`config.mk`:
```
export PLATFORM = sky130hd
export DESIGN_NAME = inport_uart_source_flat
export DESIGN_NICKNAME = d
export VERILOG_FILES = /design/src/rtl/inport_uart_source_if.sv /design/src/rtl/inport_uart_source.sv /design/src/flat_wrapper.sv
export SDC_FILE = /design/constraint.sdc
export NUM_CORES = 1
export LEC_CHECK = 0
export ABC_AREA = 1
export BUFFER_PORTS_ARGS = -buffer_cell sky130_fd_sc_hd__buf_2
export CORE_MARGIN = 4
export CORE_UTILIZATION = 60
export DETAILED_ROUTE_END_ITERATION = 10
export GPL_TIMING_DRIVEN = 0
export PLACE_DENSITY = 0.82
export SYNTH_ARGS = -nofsm -noshare
export SYNTH_HDL_FRONTEND = slang
export SYNTH_SLANG_ARGS = --single-unit
```
`constraint.sdc`:
```
create_clock -name clock -period 3.85 [get_ports clock]
set_clock_uncertainty 0.2 [all_clocks]
set_input_delay 0 -clock clock [delete_from_list [all_inputs] [get_ports clock]]
set_output_delay 0 -clock clock [all_outputs]
set_load 0.05 [all_outputs]
```
`src/rtl/inport_uart_source_if.sv`:
```
`default_nettype none
// ============================================================================
//  Module      : inport_uart_source_if
//  Description : Serial line in, packed 32-bit input-port word and status out.
//  Revision    : 1.0 - initial release
// ============================================================================
interface inport_uart_source_if;
    logic        rx;
    logic [31:0] Inport_In;
    logic        Strobe;
    logic [1:0]  byte_count;
    logic        frame_err;
    logic        parity_err;

    modport master (
        input  rx,
        output Inport_In, Strobe, byte_count, frame_err, parity_err
    );

    modport slave (
        output rx,
        input  Inport_In, Strobe, byte_count, frame_err, parity_err
    );
endinterface
`default_nettype wire

```
`src/rtl/inport_uart_source.sv`:
```
`default_nettype none
// ============================================================================
//  Module      : inport_uart_source
//  Description : UART receiver (8N1, or 8E1 with INPORT_UART_PARITY_EN defined)
//                packing four bytes little-endian into the CPU input-port word.
//  Revision    : 1.0 - initial release
// ============================================================================
module inport_uart_source #(
    parameter int CLKS_PER_BIT = 16
) (
    input  wire logic             clock,
    input  wire logic             clear,
    inport_uart_source_if.master  bus
);
    localparam int              C_CNT_W   = $clog2(CLKS_PER_BIT);
    localparam logic [C_CNT_W-1:0] C_HALF_M1 = C_CNT_W'(CLKS_PER_BIT / 2 - 1);
    localparam logic [C_CNT_W-1:0] C_FULL_M1 = C_CNT_W'(CLKS_PER_BIT - 1);

`ifdef INPORT_UART_PARITY_EN
    typedef enum logic [2:0] {
        IDLE = 3'd0, START = 3'd1, DATA = 3'd2, STOP = 3'd3, PARITY = 3'd4
    } state_t;
`else
    typedef enum logic [2:0] {
        IDLE = 3'd0, START = 3'd1, DATA = 3'd2, STOP = 3'd3
    } state_t;
`endif

    state_t               state_q, state_d;
    logic                 rx_meta_q, rx_s_q, rx_prev_q;
    logic [C_CNT_W-1:0]   cnt_q, cnt_d;
    logic [2:0]           bit_idx_q, bit_idx_d;
    logic [7:0]           shift_q, shift_d;
    logic [31:0]          buf_q, buf_d;
    logic [1:0]           byte_cnt_q, byte_cnt_d;
    logic [31:0]          inport_q, inport_d;
    logic                 strobe_q, strobe_d;
    logic                 ferr_q, ferr_d;
`ifdef INPORT_UART_PARITY_EN
    logic                 par_bad_q, par_bad_d;
    logic                 perr_q, perr_d;
`endif

    always_comb begin
        state_d    = state_q;
        cnt_d      = cnt_q;
        bit_idx_d  = bit_idx_q;
        shift_d    = shift_q;
        buf_d      = buf_q;
        byte_cnt_d = byte_cnt_q;
        inport_d   = inport_q;
        strobe_d   = 1'b0;
        ferr_d     = 1'b0;
`ifdef INPORT_UART_PARITY_EN
        par_bad_d  = par_bad_q;
        perr_d     = 1'b0;
`endif
        case (state_q)
            IDLE: begin
                if (!rx_s_q && rx_prev_q) begin
                    cnt_d   = C_HALF_M1;
                    state_d = START;
                end
            end
            START: begin
                if (cnt_q == '0) begin
                    // A line back high at mid-start is a glitch, not a frame.
                    if (rx_s_q) begin
                        state_d = IDLE;
                    end else begin
                        state_d   = DATA;
                        cnt_d     = C_FULL_M1;
                        bit_idx_d = 3'd0;
                    end
                end else begin
                    cnt_d = cnt_q - 1'b1;
                end
            end
            DATA: begin
                if (cnt_q == '0) begin
                    shift_d   = {rx_s_q, shift_q[7:1]};
                    cnt_d     = C_FULL_M1;
                    bit_idx_d = bit_idx_q + 3'd1;
                    if (bit_idx_q == 3'd7) begin
`ifdef INPORT_UART_PARITY_EN
                        state_d = PARITY;
`else
                        state_d = STOP;
`endif
                    end
                end else begin
                    cnt_d = cnt_q - 1'b1;
                end
            end
`ifdef INPORT_UART_PARITY_EN
            PARITY: begin
                if (cnt_q == '0) begin
                    par_bad_d = ^{shift_q, rx_s_q};
                    cnt_d     = C_FULL_M1;
                    state_d   = STOP;
                end else begin
                    cnt_d = cnt_q - 1'b1;
                end
            end
`endif
            STOP: begin
                if (cnt_q == '0) begin
                    state_d = IDLE;
                    if (!rx_s_q) begin
                        ferr_d = 1'b1;
`ifdef INPORT_UART_PARITY_EN
                    end else if (par_bad_q) begin
                        perr_d = 1'b1;
`endif
                    end else begin
                        buf_d[{byte_cnt_q, 3'b000} +: 8] = shift_q;
                        byte_cnt_d = byte_cnt_q + 2'd1;
                        if (byte_cnt_q == 2'd3) begin
                            inport_d = {shift_q, buf_q[23:0]};
                            strobe_d = 1'b1;
                        end
                    end
                end else begin
                    cnt_d = cnt_q - 1'b1;
                end
            end
            default: state_d = IDLE;
        endcase
    end

    always_ff @(posedge clock) begin
        if (!clear) begin
            state_q    <= IDLE;
            rx_meta_q  <= 1'b1;
            rx_s_q     <= 1'b1;
            rx_prev_q  <= 1'b1;
            cnt_q      <= '0;
            bit_idx_q  <= 3'd0;
            shift_q    <= 8'd0;
            buf_q      <= 32'd0;
            byte_cnt_q <= 2'd0;
            inport_q   <= 32'd0;
            strobe_q   <= 1'b0;
            ferr_q     <= 1'b0;
`ifdef INPORT_UART_PARITY_EN
            par_bad_q  <= 1'b0;
            perr_q     <= 1'b0;
`endif
        end else begin
            state_q    <= state_d;
            rx_meta_q  <= bus.rx;
            rx_s_q     <= rx_meta_q;
            rx_prev_q  <= rx_s_q;
            cnt_q      <= cnt_d;
            bit_idx_q  <= bit_idx_d;
            shift_q    <= shift_d;
            buf_q      <= buf_d;
            byte_cnt_q <= byte_cnt_d;
            inport_q   <= inport_d;
            strobe_q   <= strobe_d;
            ferr_q     <= ferr_d;
`ifdef INPORT_UART_PARITY_EN
            par_bad_q  <= par_bad_d;
            perr_q     <= perr_d;
`endif
        end
    end

    assign bus.Inport_In  = inport_q;
    assign bus.Strobe     = strobe_q;
    assign bus.byte_count = byte_cnt_q;
    assign bus.frame_err  = ferr_q;
`ifdef INPORT_UART_PARITY_EN
    assign bus.parity_err = perr_q;
`else
    assign bus.parity_err = 1'b0;
`endif

endmodule
`default_nettype wire
```
`src/flat_wrapper.sv`:
```
// flat-port wrapper written by rule: the top's interface ports become plain ports
module inport_uart_source_flat 
#(
    parameter int CLKS_PER_BIT = 16
)
  (clock, clear, bus_rx, bus_Inport_In, bus_Strobe, bus_byte_count, bus_frame_err, bus_parity_err);
  inport_uart_source_if bus_i ();
  input  wire logic clock;
  input  wire logic clear;
  input wire logic [$bits(bus_i.rx)-1:0] bus_rx;
  output wire logic [$bits(bus_i.Inport_In)-1:0] bus_Inport_In;
  output wire logic [$bits(bus_i.Strobe)-1:0] bus_Strobe;
  output wire logic [$bits(bus_i.byte_count)-1:0] bus_byte_count;
  output wire logic [$bits(bus_i.frame_err)-1:0] bus_frame_err;
  output wire logic [$bits(bus_i.parity_err)-1:0] bus_parity_err;
  assign bus_i.rx = bus_rx;
  assign bus_Inport_In = bus_i.Inport_In;
  assign bus_Strobe = bus_i.Strobe;
  assign bus_byte_count = bus_i.byte_count;
  assign bus_frame_err = bus_i.frame_err;
  assign bus_parity_err = bus_i.parity_err;
  inport_uart_source #(.CLKS_PER_BIT(CLKS_PER_BIT)) u_core (.clock(clock), .clear(clear), .bus(bus_i));
endmodule
```
==> metrics.md, run 1 <==
| Metric | Value |
|---|---|
| Outcome | finished, final reports clean |
| Die H | about 84 um |
| Via Count | around 3,000 |
| Critical path peak fanout | 8 |
| CP arrival | 2.18 ns |
| Clk pin slew, worst setup/hold paths | ~0.080 ns |
| WHS Endpoint | u_core.bit_idx_q[2]$_SDFFE_PN0P_ |
| Clock Path Buffers | 2 |
| Ports | 40 |
| Proportion of layout cells with a drive suffix above 1 | between 10 and 15% |
| Vias in the first global route | 2,931 |
| Post-CTS setup buffers | 0 |
| Pwr per Cell Area | ~440 nW/um^2 |
| Final WL | approximately 7500 um |
| Full die area | roughly 7000 um^2 |
| Crit end category | flip-flop |
| Post-Syn Instances | about 470 |
| Final Max Slew Viols | 0 |
| CTS tree | done |
| Synth area leaders | dfxtp_1 47%, nor2_1 15%, nand2_1 11% |
| Largest area contributor in the netlist | dfxtp_1 |
| N_diodes | 0 |
| Leakage | 0.00186 uW |
| Distinct cells, synth | 25 |
| Top cell type's share of synthesized area | 46.7% |
| Detailed Route Iter0 Violations | ~200 |
| Min-Delay Path Depth | 3 |
| Core Area | ~5500 um^2 |
| Residual overflow from global routing | 0 |
| Total GRT Usage | approximately 23% |
| Worst-case vdd ir drop | about 0.27 mV |
| CP startpoint kind | flip-flop |
| Number of max-cap violations | 0 |
| Clock Sinks | 80 |
| CTS Buf Count | 9 |
| Antenna violations before repair | 0 |
| Row cnt | 27 |
| Nets | 540 |
| Drt drc | 0 |
| Final period util | between 50 and 60% |
| Starting Density | 62.2% |
| Min-delay worst type | in -> reg |
| Max Fclk | ~480 MHz |
| DR WL/cell | 12.5 um |
| PostCTS Resize Cnt | 0 |
| Yosys warning count | 0 |
| Data required, critical path | slightly below 4 ns |
| Synthesized cell area | around 3400 um^2 |
| Placer Congestion | 0.921 |
| Reg-to-Reg Start | u_core.bus.byte_count[0]$_SDFFE_PN0P_ |
| Final core occ | 71.3% |
| Area Growth Syn to Fin | 14.5% |
| DR pass1 iterations | 5 |
| Number of I/O port buffers | 37 |
| RR Endpoint | u_core.buf_q[2]$_SDFFE_PN0P_ |
| DP HPWL | around 5200 um |
| Die W | between 80 and 90 um |
| RSZ-0062 raised after global routing | false |
| Rel. slew slack | around 64% |
| Syn avg cell area | between 7 and 8 um^2 |
| CTS Root Buffer Type | clkbuf_8 |
| Hold Buf Count CTS | 1 |
| Clock Latency Late Sink | between 0.3 and 0.4 ns |
| Largest net degree at the start of global routing | 14 |
| Crit path time final | around 2.1 ns |
| First-pass GRT wire length | about 13,000 um |
| Final hold vios | 0 |
| Setup CP Type | reg -> reg |
| Worst slew pin tran | around 0.54 ns |
| Register-to-Register Path Depth | 7 |
| H-tree depth | 3 |
| Worst R2R Setup Slack | 1.76 ns |
| Final setup TNS | 0 ns |
| Vias per inst | 5.14 |
| Seq cells post-synth | 80 |
| Routed Antenna Nets | 0 |
| HP Start | clear |
| Final setup viols | 0 |
| Synthesized net count | 491 |
| Sequential fraction of the synthesis area | 46.7% |
state kept, by name, summed over array words and instances, names as in the netlist, 2 cells and up:
| signal | cells |
|---|---|
| u_core.state_q | 2 |
| u_core.buf_q | 24 |
| u_core.shift_q | 8 |
| u_core.bit_idx_q | 3 |
| u_core.cnt_q | 4 |
| u_core.bus.byte_count | 2 |
| u_core.bus.Inport_In | 32 |
per-layer routing:
layer | GRT usage (%) | routed length [um]
met3 | 5.63 | 356
met2 | 38.8 | 3560
met1 | 27.7 | 3480
met5 | 0 | 0
met4 | 7.75 | 97
cell usage in the layout (no fill, tap or decap), types with 2 or more instances in the layout:
cell type | Yosys | layout
nand3_1 | 7 | 7
nor2_4 | 5 | 5
buf_1 | 3 | 3
clkbuf_1 | 5 | 6
inv_2 | 2 | 2
nand2_1 | 103 | 103
a21oi_1 | 23 | 23
bufinv_16 | 0 | 2
nand4_1 | 5 | 5
inv_1 | 28 | 28
buf_2 | 8 | 45
o21ai_1 | 11 | 11
clkbuf_8 | 0 | 9
o21ai_0 | 32 | 32
buf_6 | 3 | 3
ha_1 | 14 | 14
dfxtp_1 | 80 | 80
nor2_1 | 134 | 134
or2_2 | 3 | 3
clkinv_2 | 0 | 3
how the worst max path moves through the flow:
stage	start	to	cells after the start
floorplan	u_core.bus.byte_count[0]$_SDFFE_PN0P_	u_core.buf_q[4]$_SDFFE_PN0P_	7
global placement	u_core.bus.byte_count[0]$_SDFFE_PN0P_	u_core.buf_q[2]$_SDFFE_PN0P_	7
detailed placement	u_core.bus.byte_count[0]$_SDFFE_PN0P_	u_core.buf_q[2]$_SDFFE_PN0P_	7
CTS	u_core.bus.byte_count[0]$_SDFFE_PN0P_	u_core.buf_q[2]$_SDFFE_PN0P_	7
global route	u_core.bus.byte_count[0]$_SDFFE_PN0P_	u_core.buf_q[4]$_SDFFE_PN0P_	7
finish	u_core.bus.byte_count[0]$_SDFFE_PN0P_	u_core.buf_q[2]$_SDFFE_PN0P_	7
critical path: stages (launching register included):
cell	delay (ns)
dfxtp_1	0.51
inv_1	0.17
ha_1	0.39
nor3b_2	0.43
nand2_1	0.10
nand2_1	0.09
nand2_1	0.06
nor2_1	0.09
synth_stat cells, drive strengths merged:
cell type,count
a21oi,23
buf,15
clkbuf,5
conb,1
dfxtp,80
ha,14
inv,31
nand2,105
nand3,8
nand4,5
nor2,139
nor3b,1
o211ai,1
o21ai,43
or2,3
final cells by class:
cell class              count  area [um^2]
plain buffers              20          111
clock inverters             6         83.8
fillers                   463         1580
well taps                  72         90.1
inverters                  31          119
repair buffers             38          195
flip-flops and latches     80         1600
multi-input cells         343         1600
clock buffers              10          128
logic make-up (layout without fill, tap and decap cells):
family,count (synthesis),count (layout),synth area share [%]
adders and majority gates,14,14,5.11
buffers and inverters,51,105,6.72
other,1,1,0.109
AOI/OAI and AO/OA,67,67,9.86
DFF,80,80,46.7
and+or+nand+nor,261,261,31.5
power breakdown:
| part | total (uW) | switching (uW) | leakage, uW | internal [uW] |
|---|---|---|---|---|
| Combinational | 189 | 126 | 0.00111 | 62.8 |
| Clock | 668 | 305 | 0.000110 | 363 |
| Sequential | 854 | 14.0 | 0.000645 | 840 |
through the flow:
stage	hold slack (ns)	power [uW]	setup WS (ns)	cell area, um^2	instances
finish	0.0322	1710	1.76	3920	600
global route	0.0498	1780	1.58	3920	600
CTS	0.00875	1710	1.79	3920	600
detailed placement	-0.00120	1060	1.83	3700	583
global placement	-0.0131	1050	1.85	3700	583
floorplan	-0.0934	1020	1.70	3430	474
Power figures use the tool's default switching activity.
==> run 2: changes to the inputs <==
--- a/config.mk
+++ b/config.mk
@@ -8,10 +8,10 @@
 export ABC_AREA = 1
 export BUFFER_PORTS_ARGS = -buffer_cell sky130_fd_sc_hd__buf_2
 export CORE_MARGIN = 4
-export CORE_UTILIZATION = 60
+export CORE_UTILIZATION = 52
 export DETAILED_ROUTE_END_ITERATION = 10
 export GPL_TIMING_DRIVEN = 0
-export PLACE_DENSITY = 0.82
+export PLACE_DENSITY = 0.75
 export SYNTH_ARGS = -nofsm -noshare
 export SYNTH_HDL_FRONTEND = slang
 export SYNTH_SLANG_ARGS = --single-unit
==> constraint.sdc (replaced) <==
create_clock -name clock -period 1.7 [get_ports clock]
set_clock_uncertainty 0.2 [all_clocks]
set_input_delay 0 -clock clock [delete_from_list [all_inputs] [get_ports clock]]
set_output_delay 0 -clock clock [all_outputs]
set_load 0.05 [all_outputs]
==> run 2 against run 1 <==
The flow now finishes with violations (hold timing, setup timing). Critical path depth up 2. Flip-flop and latch count is the same. Register-to-register slack lost 1.8 ns. Worst setup slack worse by 1.8 ns. Via count grew 3.4%. First-iteration DRC count shrank 0.51%. Design area increased by 14%. Critical endpoint is now u_core.cnt_q[2]$_SDFFE_PN0P_. Highest routed layer unchanged.
==> metrics.md, run 2 (synthesis gave the netlist of run 1 again) <==
| Metric | Value |
|---|---|
| Outcome | finished with violations |
| Failing checks | hold timing, setup timing |
| Commonest non-fill, non-tap cell in the layout | nor2_1 |
| Largest net degree at the start of global routing | 15 |
| Reg-to-Reg Start | u_core.state_q[1]$_SDFFE_PN0P_ |
| Register-to-Register Path Depth | 9 |
| Setup slack after layout | -0.00512 ns |
| CP Cell Sequence | inv_1 > ha_4 > nand2_1 > nand2_1 > nand3_1 > nand2_1 > inv_1 > o21ai_0 > nor2_1 |
| Full die area | just under 8000 um^2 |
| Antenna violations before repair | 0 |
| Clock Path Buffers | 2 |
| Min-Delay Path Depth | 3 |
| DR pass1 iterations | 5 |
| H-tree depth | 3 |
| Row cnt | 29 |
| Design Power | 4040 uW |
| Vias in the first global route | roughly 2,800 |
| Via Count | 3,187 |
| Leakage | roughly 0.002 uW |
| CTS tree | done |
| Number of I/O port buffers | 37 |
| Nets | approximately 560 |
| Min-delay worst type | in -> reg |
| DR WL/cell | approximately 13 um |
| Dpl ws | -0.194 ns |
| Core Area | 6390 um^2 |
| First-pass GRT wire length | 12,700 um |
| Crit end category | flip-flop |
| Final setup TNS | -0.00756 ns |
| Die W | a little under 90 um |
| Crit path time final | around 1.7 ns |
| Slowest stage delay, CP | 0.37 ns |
| Final Max Slew Viols | 0 |
| Area Growth Syn to Fin | 30.3% |
| Drt drc | 0 |
| Slowest cell on crit path | dfxtp_4 |
| DP HPWL | roughly 5200 um |
| Total GRT Usage | around a fifth |
| RR Endpoint | u_core.cnt_q[2]$_SDFFE_PN0P_ |
| CTS Root Buffer Type | clkbuf_8 |
| CP startpoint kind | flip-flop |
| Die H | between 80 and 90 um |
| Final cell count without fillers | 629 |
| Final period util | 100% |
| Worst R2R Setup Slack | -0.005 ns |
| CTS Buf Count | 9 |
| Worst-case vdd ir drop | slightly above 0.5 mV |
| Proportion of layout cells with a drive suffix above 1 | 29.5% |
| Clock Latency Late Sink | roughly 0.35 ns |
| RSZ-0062 raised after global routing | true |
| Number of max-cap violations | 0 |
| Largest register FFs | 32 |
| Vias per inst | roughly 5 |
| Final hold vios | 2 |
| Clk pin slew, worst setup/hold paths | ~0.090 ns |
| Setup CP Type | reg -> reg |
| WHS Endpoint | u_core.state_q[0]$_SDFFE_PN0P_ |
| Max Fclk | about 590 MHz |
| Data required, critical path | 1.75 ns |
| Routed Antenna Nets | 0 |
| Most frequent cells in the layout | 118 x nor2_1, 80 x nand2_1, 74 x dfxtp_1 |
| Hold WS | -0.00558 ns |
| Clock Sinks | 80 |
| Placer Congestion | around 0.9 |
| Starting Density | between 50% and 60% |
| Final setup viols | 2 |
| Detailed Route Iter0 Violations | ~190 |
| Worst slew pin tran | around 0.53 ns |
| N_diodes | 0 |
| Final WL | 7990 um |
| Placed insts | approximately 590 |
| Critical path peak fanout | 5 |
| Most Frequent Cell on Critical Path | nand2_1 |
| CP arrival | between 1.5 and 2 ns |
| Ports | 40 |
| Rel. slew slack | between 60 and 70% |
| Pwr per Cell Area | between 900 and 1000 nW/um^2 |
| HP Start | clear |
| Residual overflow from global routing | 0 |
[run 2: cell types whose count changed in the layout (fill, tap and decap cells not counted), moves of 6 or more]
cell / before / now
dfxtp_1: 80 / 74
buf_2: 45 / 38
buf_6: 3 / 11
ha_1: 14 / 7
ha_4: 0 / 6
buf_4: 1 / 20
nor2_2: 0 / 14
nand2_2: 1 / 20
nor2_1: 134 / 118
nand2_1: 103 / 80
[run 2: how the worst max path moves through the flow]
| stage | from | end | slack (ns) | cells after the start |
|---|---|---|---|---|
| finish | u_core.state_q[1]$_SDFFE_PN0P_ | u_core.cnt_q[2]$_SDFFE_PN0P_ | -0.005 | 9 |
| global route | u_core.cnt_q[1]$_SDFFE_PN0P_ | u_core.buf_q[21]$_SDFFE_PN0P_ | -0.1 | 10 |
| CTS | u_core.cnt_q[1]$_SDFFE_PN0P_ | u_core.bus.Inport_In[24]$_SDFFE_PN0P_ | -0.01 | 10 |
| detailed placement | u_core.cnt_q[0]$_SDFFE_PN0P_ | u_core.bus.Inport_In[28]$_SDFFE_PN0P_ | -0.19 | 10 |
| global placement | u_core.cnt_q[0]$_SDFFE_PN0P_ | u_core.bus.Inport_In[27]$_SDFFE_PN0P_ | -0.15 | 10 |
| floorplan | u_core.bus.byte_count[1]$_SDFFE_PN0P_ | u_core.buf_q[4]$_SDFFE_PN0P_ | 0.04 | 8 |
[run 2: through the flow]
step	cell area, um^2	hold WS (ns)	utilization (%)
after floorplan	3460	-0.0934	-
after global placement	3740	-0.0135	58.5
after detailed placement	3740	-0.00590	58.5
after CTS	4080	0.00380	63.9
after global routing	4470	0.0487	69.9
final	4470	-0.00558	69.9
[run 2: critical path: cells and delay by family, from the launching register on]
family | cells | cell delay (ns)
DFF | 1 | 0.37
and+or+nand+nor | 5 | 0.42
buffers and inverters | 2 | 0.25
AOI/OAI and AO/OA | 1 | 0.16
adders and majority gates | 1 | 0.20
[run 2: layout make-up]
| type | count | area [um^2] |
|---|---|---|
| Inverter | 31 | 131 |
| Clock buffer | 11 | 163 |
| Tap cell | 77 | 96.3 |
| Multi-Input combinational cell | 343 | 1830 |
| Buffer | 20 | 159 |
| Timing Repair Buffer | 62 | 410 |
| Fill cell | 531 | 1920 |
| Clock inverter | 5 | 61.3 |
| Sequential cell | 80 | 1620 |
[run 2: metal layers]
layer | global-route usage (%) | part of all wire, % | wire length [um] | vias to the layer above
li1 | - | - | - | 1625
met2 | 32.1 | 47 | 3750 | 83
met4 | 9.07 | 2.0 | 161 | 0
met1 | 27.6 | 46 | 3710 | 1463
met5 | 0 | 0 | 0 | -
met3 | 3.87 | 4.6 | 368 | 16
[run 2: what timing repair did]
| item | in CTS | in global routing |
|---|---|---|
| setup buffers | 5 | 16 |
| hold buffers | 1 | 0 |
| pin swaps | 1 | 22 |
| cloned | 0 | 3 |
| gates resized for setup | 25 | 73 |
| setup endpoints to repair | 64 | 73 |
| hold endpoints to repair | 1 | 0 |
[run 2: power breakdown]
group / internal, uW / total [uW] / switching (uW)
Sequential: 1900 / 1940 / 32.2
Combinational: 234 / 574 / 340
Clock: 812 / 1530 / 714
==> run 3: changes to the inputs <==
--- a/config.mk
+++ b/config.mk
@@ -8,10 +8,11 @@
 export ABC_AREA = 1
 export BUFFER_PORTS_ARGS = -buffer_cell sky130_fd_sc_hd__buf_2
 export CORE_MARGIN = 4
-export CORE_UTILIZATION = 52
+export CORE_UTILIZATION = 57
+export CTS_BUF_LIST = sky130_fd_sc_hd__clkbuf_4 sky130_fd_sc_hd__clkbuf_8 sky130_fd_sc_hd__clkbuf_16
 export DETAILED_ROUTE_END_ITERATION = 10
 export GPL_TIMING_DRIVEN = 0
-export PLACE_DENSITY = 0.75
+export PLACE_DENSITY = 0.78
 export SYNTH_ARGS = -nofsm -noshare
 export SYNTH_HDL_FRONTEND = slang
 export SYNTH_SLANG_ARGS = --single-unit
==> constraint.sdc (replaced) <==
create_clock -name clock -period 1.85 [get_ports clock]
set_clock_uncertainty 0.2 [all_clocks]
set_input_delay 0 -clock clock [delete_from_list [all_inputs] [get_ports clock]]
set_output_delay 0 -clock clock [all_outputs]
set_load 0.05 [all_outputs]
==> run 3 against run 2 <==
Sequential share of layout area is 3.7 points higher. Non-clock buffer count shrank 19. The run now ends clean. Total power down 11%. Design area fell by 9.9%. Flip-flop and latch count unchanged. Global-route usage up 0.38 points. Critical path depth shrank 2. Register-to-register slack gained 0.11 ns. Sequential power decreased by 8%. Largest power group unchanged.
==> metrics.md, run 3 (synthesis gave the netlist of run 1 again) <==
| Metric | Value |
|---|---|
| Outcome | finished, final reports clean |
| Min-Delay Path Depth | 3 |
| Layout filler cell count | approximately 480 |
| Die W | between 80 and 90 um |
| Area Growth Syn to Fin | 17.5% |
| Residual overflow from global routing | 0 |
| DR WL/cell | between 10 and 15 um |
| Final hold vios | 0 |
| CP arrival | between 1.5 and 2 ns |
| Final core occ | a little under three quarters |
| CTS Root Buffer Type | clkbuf_8 |
| Final setup TNS | 0 ns |
| Register-to-Register Path Depth | 7 |
| Leakage | between 0.0015 and 0.002 uW |
| H-tree depth | 3 |
| Ports | 40 |
| Buf/Inv on CP | 1 |
| Design Power | 3610 uW |
| Final setup viols | 0 |
| CP top delay family | simple AND/OR/NAND/NOR gates |
| WHS Endpoint | u_core.rx_meta_q$_SDFF_PN1_ |
| Largest register FFs | 32 |
| Final Max Slew Viols | 0 |
| Antenna violations before repair | 0 |
| Clock Sinks | 80 |
| Clk pin slew, worst setup/hold paths | ~0.08 ns |
| DP HPWL | ~5100 um |
| Slowest cell on crit path | dfxtp_4 |
| First-pass GRT wire length | 12,300 um |
| Crit end category | flip-flop |
| RR Endpoint | u_core.buf_q[1]$_SDFFE_PN0P_ |
| Drt drc | 0 |
| RSZ-0062 raised after global routing | true |
| Clock Latency Late Sink | between 0.3 and 0.4 ns |
| N_diodes | 0 |
| CP Cell Sequence | inv_2 > ha_2 > nor3b_4 > nand2_1 > nand2_1 > nand2_1 > nor2_1 |
| CP startpoint kind | flip-flop |
| Max Fclk | 573 MHz |
| CTS Buf Count | 9 |
| Most frequent cells in the layout | 133 x nor2_1, 103 x nand2_1, 76 x dfxtp_1 |
| Core Area | ~5700 um^2 |
| Register Area | 1610 um^2 |
| Worst R2R Setup Slack | about 0.11 ns |
| Multi-input logic area | around 1600 um^2 |
| Total GRT Usage | 20.9% |
| Vias in the first global route | around 2,800 |
| Row cnt | 27 |
| Die H | about 86 um |
| HP Start | bus_rx |
| Slowest stage delay, CP | 0.38 ns |
| Most Frequent Cell on Critical Path | nand2_1 |
| Setup CP Type | reg -> reg |
| Min-delay worst type | in -> reg |
| Vias per inst | roughly 5 |
| Nets | roughly 550 |
| Critical path peak fanout | 8 |
| Cell Area, Placed | 3710 um^2 |
| Crit path time final | around 1.7 ns |
| Number of I/O port buffers | 37 |
| Pwr per Cell Area | between 800 and 900 nW/um^2 |
| Full die area | about 7300 um^2 |
| Commonest non-fill, non-tap cell in the layout | nor2_1 |
| Via Count | between 3,000 and 4,000 |
| DR pass1 iterations | 4 |
| Detailed Route Iter0 Violations | 172 |
| Final Cell Area | slightly above 4000 um^2 |
| CTS tree | done |
| Reg-to-Reg Start | u_core.bus.byte_count[0]$_SDFFE_PN0P_ |
| Proportion of layout cells with a drive suffix above 1 | a little under a fifth |
| Starting Density | 60.4% |
| Placer Congestion | ~0.93 |
| Final WL | approximately 7300 um |
| Clock Path Buffers | 2 |
| Final period util | 94.3% |
| Routed Antenna Nets | 0 |
| Data required, critical path | 1.94 ns |
| Worst-case vdd ir drop | 0.615 mV |
| Largest net degree at the start of global routing | 14 |
| Number of max-cap violations | 0 |
==> run 3: layer usage <==
metal	track usage [%]	share of wire, %
met1	26.9	47
met5	0	0
met2	33.3	46
met3	4.13	5.2
met4	10.5	2.0
==> run 3: power breakdown <==
part           leakage (uW)  internal [uW]  switching, uW
combinational       0.00114            150            268
clock              0.000117            777            632
sequential         0.000648           1750           31.7
==> run 3: repair_timing <==
| action | CTS | global route |
|---|---|---|
| resized for setup | 7 | 12 |
| setup endpoints to repair | 40 | 58 |
| hold endpoints to repair | 6 | 0 |
| pin swaps | 1 | 2 |
| setup buffers | 0 | 4 |
| hold buffers | 2 | 0 |
==> run 3: how the worst max path moves through the flow <==
stage	end	start	cells past startpoint
CTS	u_core.buf_q[1]$_SDFFE_PN0P_	u_core.bus.byte_count[0]$_SDFFE_PN0P_	7
detailed placement	u_core.bus.Inport_In[31]$_SDFFE_PN0P_	u_core.cnt_q[0]$_SDFFE_PN0P_	10
finish	u_core.buf_q[1]$_SDFFE_PN0P_	u_core.bus.byte_count[0]$_SDFFE_PN0P_	7
global placement	u_core.bus.Inport_In[31]$_SDFFE_PN0P_	u_core.cnt_q[0]$_SDFFE_PN0P_	10
floorplan	u_core.buf_q[4]$_SDFFE_PN0P_	u_core.bus.byte_count[1]$_SDFFE_PN0P_	7
global route	u_core.buf_q[1]$_SDFFE_PN0P_	u_core.bus.byte_count[0]$_SDFFE_PN0P_	7
==> run 3: area by class of cell <==
| type | instances | area share [%] |
|---|---|---|
| multi-input combinational | 343 | 40.4 |
| sequential | 80 | 40.0 |
| timing repair buffer | 43 | 5.84 |
| clock buffer | 12 | 4.38 |
| inverter | 31 | 3.02 |
| buffer | 20 | 2.95 |
| tap | 72 | 2.24 |
| clock inverter | 4 | 1.21 |
==> run 3: worst reg2reg max path: cells and delay by family, from the launching register on <==
family	cells	cell delay, ns
buffers and inverters	1	0.10
adders and majority gates	1	0.32
and+or+nand+nor	5	0.69
DFF	1	0.38
==> run 3: through the flow <==
step / worst slack, ns / std cells / hold WS (ns)
global placement: -0.0234 / 583 / -0.0125
CTS: -0.0141 / 601 / 0.154
detailed placement: -0.0607 / 583 / -0.0112
finish: 0.105 / 605 / 0.160
global route: -0.0307 / 605 / 0.180
floorplan: 0.0301 / 474 / -0.0934
